## src/rtl/debug_screen_pkg.sv

```systemverilog
// Shared constants and types for the debug-screen register path.
// Sizes here are the defaults; modules may override them through parameters.
package debug_screen_pkg;

  localparam int REG_NUM = 32;
  localparam int REG_AW  = 5;
  localparam int REG_DW  = 32;

  typedef enum logic {
    RUN  = 1'b0,
    HOLD = 1'b1
  } snap_state_t;

  typedef logic [REG_DW-1:0] reg_bank_t [REG_NUM];

endpackage

```

## src/rtl/sync_edge_det.sv

```systemverilog
// Single-edge detector for a level already synchronous to clk_i (polarity set by RISE).
// Latency: edge_o is combinational in the cycle the new level is first seen; no backpressure.
module sync_edge_det #(
  parameter bit RISE = 1'b1
) (
  input  logic clk_i,
  input  logic rst_ni,
  input  logic sig_i,
  output logic edge_o
);

  logic sig_q;

  // Reset to the idle level of the watched edge so an already-asserted input
  // does not look like an edge on the first cycle out of reset.
  always_ff @(posedge clk_i or negedge rst_ni) begin
    if (!rst_ni) begin
      sig_q <= RISE;
    end else begin
      sig_q <= sig_i;
    end
  end

  assign edge_o = RISE ? (sig_i & ~sig_q) : (~sig_i & sig_q);

endmodule

```

## src/rtl/debug_reg_snapshot.sv

```systemverilog
// Live debug register bank copied atomically into a display bank on each vsync edge.
// Latency: snapshot lands one clk after the edge; regData read is combinational; no backpressure.
// Optional DEBUG_SCREEN_CHANGE_MARK_EN adds regChanged, a per-register changed-since-last-frame flag.
module debug_reg_snapshot #(
  parameter int REG_NUM      = debug_screen_pkg::REG_NUM,
  parameter int REG_AW       = debug_screen_pkg::REG_AW,
  parameter int REG_DW       = debug_screen_pkg::REG_DW,
  parameter bit SNAP_ON_RISE = 1'b1
) (
  input  logic              clk,
  input  logic              resetn,
  input  logic              cpu_we,
  input  logic [REG_AW-1:0] cpu_waddr,
  input  logic [REG_DW-1:0] cpu_wdata,
  input  logic              snap_hold,
  input  logic              vsync,
  input  logic [REG_AW-1:0] regAddr,
  output logic [REG_DW-1:0] regData,
  output logic              snap_pulse,
  output logic [15:0]       frame_cnt
`ifdef DEBUG_SCREEN_CHANGE_MARK_EN
  ,
  output logic              regChanged
`endif
);

  import debug_screen_pkg::*;

  snap_state_t       state_q, state_d;
  logic              vs_edge;
  logic              snap_fire;
  logic              snap_pulse_q;
  logic [15:0]       frame_cnt_q, frame_cnt_d;
  logic [REG_DW-1:0] live_q    [REG_NUM];
  logic [REG_DW-1:0] display_q [REG_NUM];
  logic [REG_DW-1:0] snap_src  [REG_NUM];

  sync_edge_det #(
    .RISE (SNAP_ON_RISE)
  ) u_vsync_edge (
    .clk_i  (clk),
    .rst_ni (resetn),
    .sig_i  (vsync),
    .edge_o (vs_edge)
  );

  // HOLD is left only through one RUN cycle, so an edge coinciding with the
  // release is ignored and the following edge snapshots.
  always_comb begin
    state_d   = state_q;
    snap_fire = 1'b0;
    case (state_q)
      RUN: begin
        if (snap_hold) begin
          state_d = HOLD;
        end else begin
          snap_fire = vs_edge;
        end
      end
      HOLD: begin
        if (!snap_hold) begin
          state_d = RUN;
        end
      end
      default: state_d = RUN;
    endcase
  end

  always_ff @(posedge clk or negedge resetn) begin
    if (!resetn) begin
      state_q <= RUN;
    end else begin
      state_q <= state_d;
    end
  end

  // Copy source forwards a same-cycle CPU write so it is not lost to the frame.
  always_comb begin
    for (int i = 0; i < REG_NUM; i++) begin
      snap_src[i] = (cpu_we && (cpu_waddr == REG_AW'(i))) ? cpu_wdata : live_q[i];
    end
  end

  always_ff @(posedge clk or negedge resetn) begin
    if (!resetn) begin
      for (int i = 0; i < REG_NUM; i++) begin
        live_q[i] <= '0;
      end
    end else if (cpu_we) begin
      live_q[cpu_waddr] <= cpu_wdata;
    end
  end

  always_ff @(posedge clk or negedge resetn) begin
    if (!resetn) begin
      for (int i = 0; i < REG_NUM; i++) begin
        display_q[i] <= '0;
      end
    end else if (snap_fire) begin
      for (int i = 0; i < REG_NUM; i++) begin
        display_q[i] <= snap_src[i];
      end
    end
  end

  assign frame_cnt_d = snap_fire ? frame_cnt_q + 16'd1 : frame_cnt_q;

  always_ff @(posedge clk or negedge resetn) begin
    if (!resetn) begin
      frame_cnt_q  <= '0;
      snap_pulse_q <= 1'b0;
    end else begin
      frame_cnt_q  <= frame_cnt_d;
      snap_pulse_q <= snap_fire;
    end
  end

  assign regData    = display_q[regAddr];
  assign snap_pulse = snap_pulse_q;
  assign frame_cnt  = frame_cnt_q;

`ifdef DEBUG_SCREEN_CHANGE_MARK_EN
  logic [REG_NUM-1:0] chg_mask_q, chg_mask_d;

  // Mask only moves on snapshots, so it stays frozen while held.
  always_comb begin
    chg_mask_d = chg_mask_q;
    if (snap_fire) begin
      for (int i = 0; i < REG_NUM; i++) begin
        chg_mask_d[i] = (snap_src[i] != display_q[i]);
      end
    end
  end

  always_ff @(posedge clk or negedge resetn) begin
    if (!resetn) begin
      chg_mask_q <= '0;
    end else begin
      chg_mask_q <= chg_mask_d;
    end
  end

  assign regChanged = chg_mask_q[regAddr];
`endif

endmodule
```

## config.mk

```make
export PLATFORM = sky130hd
export DESIGN_NAME = debug_reg_snapshot
export DESIGN_NICKNAME = d
export VERILOG_FILES = /design/src/rtl/debug_screen_pkg.sv /design/src/rtl/sync_edge_det.sv /design/src/rtl/debug_reg_snapshot.sv
export SDC_FILE = /design/constraint.sdc
export NUM_CORES = 2
export LEC_CHECK = 0
export BUFFER_PORTS_ARGS = -buffer_cell sky130_fd_sc_hd__buf_4
export CORE_ASPECT_RATIO = 0.8
export CORE_UTILIZATION = 63
export DETAILED_ROUTE_END_ITERATION = 7
export GPL_TIMING_DRIVEN = 0
export PLACE_DENSITY = 0.9
export SLEW_MARGIN = 40
export SYNTH_ARGS = -nofsm -noshare
export SYNTH_HDL_FRONTEND = slang
export SYNTH_HIERARCHICAL = 1
export SYNTH_SLANG_ARGS = --single-unit
```

## constraint.sdc

```tcl
create_clock -name clk -period 3.1 [get_ports clk]
set_input_delay 0.775 -clock clk [delete_from_list [all_inputs] [get_ports clk]]
set_output_delay 0.775 -clock clk [all_outputs]
set_load 0.02 [all_outputs]
```

==> impl_results.md <==
* Outcome: complete, but fails checks
* Failing checks: negative setup slack
* Die Span Y at 331 um
* Async S/R FF share, synth at 100%
* Design area at 0.0999 sq mm
* Number of nets in the layout at between 6,000 and 7,000
* Met3 usage at a little under a fifth
* Int Pwr at 53.8 mW
* Main synth FF type: dfrtp_1
* Slew margin rel. at 30.5%
* CP endpoint kind: output pin
* Final period utilization at 113%
* Initial DRT Pass Iterations at 6
* Synthesized cell area at ~0.085 sq mm
* Count of final setup violators at 93
* Pleak at 46.7 nW
* Combinational share of power at between 10% and 20%
* Number of synthesized flops with an enable pin at 0
* Initial DRC Count at 6,878
* Fin crit period at 3.51 ns
* Bufs on Longest Clock Path at 3
* # H-tree levels at 4
* Syn-to-layout area delta at 17.2%
* GR met1 Demand/Resource at a little under three fifths
* Clock power frac at 32.4%
* Initial antenna violation count at 31
* Vias in the first global route at approximately 56,000
* Placed cell area at slightly below 0.09 sq mm
* Ys Warns at 6
* Slowest stage delay, CP at 0.36 ns
* Clock Tree Root: clkbuf_16
* Core area at between 0.1 and 0.15 sq mm
* Worst Clk Skew at 0.0312 ns
* Post-Route WL at around 290,000 um
* Syn_nets at 5,725
* Clk_lat worst skew at 0.86 ns
* Clock-pin slew on the worst setup and hold paths at 0.06 ns
* Slowest cell on the critical path: mux2i_2
* Via Count at around 55,000
* Top cell by count, worst path: buf_8
* Largest net degree at the start of global routing at roughly 120
* Req. time, crit path at roughly 2.3 ns
* Worst EP arrival at 2.73 ns
* Crit path buf inv count at 4
* Crit path max-delay family: buffers and inverters
* Buffers on Ports at 94
* First-pass GRT wire length at 404,000 um
* Sequential power share at 48.6%
* Setup WS post-layout at -0.407 ns
* Final hold vios at 0
* Cell chain of the critical path: buf_16, buf_8, buf_8, mux2i_2, a22oi_1, a31oi_4, nand3_2, buf_4
* Final ANT Viol Nets at 0
* Die ar. at 0.137 sq mm
* Placement row count at 120
* Switch Pwr at 21.6 mW
* Total GRT Usage at approximately 42%
* CTS tree: yes
* Crit Path Class: in2out
* Synthesized instance count at 5,677
* Fin cells at ~8,000
* Max cap viols at 0
* RSZ-0062 raised after global routing: true
* Share of post-route cells with drive strength above 1 at 50.5%
* DRC at 0
* Yosys cell types at 32
* Ports at 96
* Sw frac at 28.6%
* GP Congestion at 1.00
* CTS Buf Count at between 150 and 200
* Post-synthesis sequential area ratio at about three fifths
* Syn Area/Cell at around 15 sq um
* Maximum fanout along the worst path at 10
* DP HPWL at 187,000 um
* PD cells at 754 mW/mm^2
* Most heavily used metal layer in global routing: met2
* Slew Limit Fails at 0
* Hold WC Path Type: in2reg
* Vias per Instance at 6.88
* Clock sink total at 2,067
* Remaining Overflow, GRT at 0
* Critical path startpoint category: primary input
* Die X at between 400 and 500 um
* Worst-Margin Slew at 1.04 ns
* FF+latch count, synth at 2,067
* Fmax achieved at 0.285 GHz
* Initial core utilization at 63.6%
* Placed cells at between 7,000 and 8,000
* VDD IR max at 689 uV
* M2 GR Usage at 56.8%
* DR WL/cell at around 36 um
[stage by stage]
stage / setup slack (ns) / power, mW / TNS [ns] / hold slack (ns) / utilization (%)
global route: -0.346 / 77.3 / -7.92 / 0.0532 / 74.5
global placement: -23.18 / 47.3 / - / 0.463 / 65.8
finish: -0.407 / 75.4 / -11.35 / 0.0420 / 74.5
floorplan: 0.0194 / 43.4 / 0 / 0.456 / -
detailed placement: -1.78 / 48.4 / -610.55 / 0.467 / 66.5
CTS: -0.220 / 73.7 / -5.91 / 0.0120 / 73.8
[routing by layer]
metal  vias up  wire length [um]  part of all wire, %
met5         -               120                0.042
li1      21100                 -                    -
met1     28900            107000                   37
met2      3864            118000                   41
met4         6             20800                  7.2
met3      1015             41700                   14
[worst reg2reg max path, delay by kind of cell (launching register included)]
| kind | cells | cell delay [ns] |
|---|---|---|
| buffers and inverters | 3 | 1.65 |
| and+or+nand+nor | 2 | 0.62 |
| muxes | 1 | 0.43 |
| DFF | 1 | 0.37 |
[layout by cell type (no fill, tap or decap), types with 12 or more instances in the layout]
master     count
buf_2        109
bufinv_16     14
mux2i_2       76
clkbuf_16    202
buf_1         55
mux2i_1      366
a22o_1        40
a22oi_2       26
nand3_4       38
a22o_4        17
nor2_1        17
nand2_1      118
mux2_1        43
nand3_2       31
buf_4         92
clkbuf_4      16
clkbuf_1     106
clkbuf_8      73
clkbuf_2     102
buf_16        34
mux2i_4       70
nand3_1       34
dfrtp_1     2066
mux2_2      2006
a31oi_4       19
nor3_4        29
a21oi_1       84
a22oi_1       70
clkinv_2      25
diode_2       41
buf_8         22
buf_6         43
a21oi_2       12
buf_12        15
[flip-flops by register name (all words and copies together), names as in the netlist]
register            flops
display_q            1024
live_q               1024
frame_cnt              16
snap_pulse              1
state_q                 1
u_vsync_edge/sig_q      1
[area by class of cell]
class / count / area [sq um]
Tap cell: 1769 / 2210
Fill cell: 7211 / 34100
Sequential cell: 2067 / 51700
Buffer: 436 / 3070
Clock inverter: 54 / 702
Timing Repair Buffer: 149 / 1920
Antenna cell: 41 / 103
Multi-Input combinational cell: 3172 / 34600
Clock buffer: 287 / 5650
Inverter: 1 / 3.75
[synth_stat cells (all sizes together), types with 3 or more instances]
| library cell | n | area [sq um] |
|---|---|---|
| nand4b | 3 | 26.3 |
| nor3b | 3 | 32.5 |
| a31oi | 32 | 200 |
| nor2 | 21 | 78.8 |
| nand4 | 6 | 37.5 |
| nor3 | 36 | 180 |
| a22o | 64 | 561 |
| nand2b | 5 | 31.3 |
| mux2 | 2049 | 23100 |
| dfrtp | 2066 | 51700 |
| nor2b | 5 | 38.8 |
| xnor2 | 10 | 87.6 |
| clkbuf | 209 | 785 |
| nand3 | 103 | 515 |
| nand2 | 118 | 443 |
| a21oi | 96 | 480 |
| buf | 228 | 1010 |
| or3 | 3 | 18.8 |
| a22oi | 96 | 721 |
| xor2 | 5 | 43.8 |
| mux2i | 512 | 5120 |
[power by group through the flow]
| stage | combinational (mW) | clock [mW] | sequential [mW] |
|---|---|---|---|
| floorplan | 8.20 | 0 | 35.2 |
| global placement | 11.4 | 0 | 35.9 |
| detailed placement | 12.2 | 0 | 36.2 |
| CTS | 13.4 | 24.2 | 36.2 |
| global route | 14.9 | 25.3 | 37.1 |
| finish | 14.3 | 24.4 | 36.6 |
[kinds of logic after synthesis]
| logic type | synth area share [%] |
|---|---|
| AOI/OAI and AO/OA | 2.30 |
| xor gates and xnor gates | 0.154 |
| adders and majority gates | 0.0147 |
| buffers and inverters | 2.11 |
| DFF | 60.7 |
| muxes | 33.1 |
| and+or+nand+nor | 1.68 |
[worst paths after layout]
kind	start	endpoint	slack, ns	depth (start not counted)
max	regAddr[1]	regData[6]	-0.41	8
min	vsync	u_vsync_edge/sig_q	0.04	1
max reg2reg	u_vsync_edge/sig_q	display_q[776]	-0.10	6
min reg2reg	frame_cnt[15]	frame_cnt[15]	0.48	1
max in group asynchronous	resetn	display_q[726]	0.30	6
min in group asynchronous	resetn	frame_cnt[15]	0.54	2
[repair_timing]
| action | 4_1_cts | 5_1_grt |
|---|---|---|
| buffers inserted | 6 | 8 |
| setup endpoints to repair | 504 | 287 |
| hold buffers | 1 | 0 |
| gates cloned | 7 | 5 |
| hold endpoints to repair | 77 | 0 |
| pin swaps | 80 | 58 |
| resized for setup | 724 | 158 |
Power figures use the tool's default switching activity.
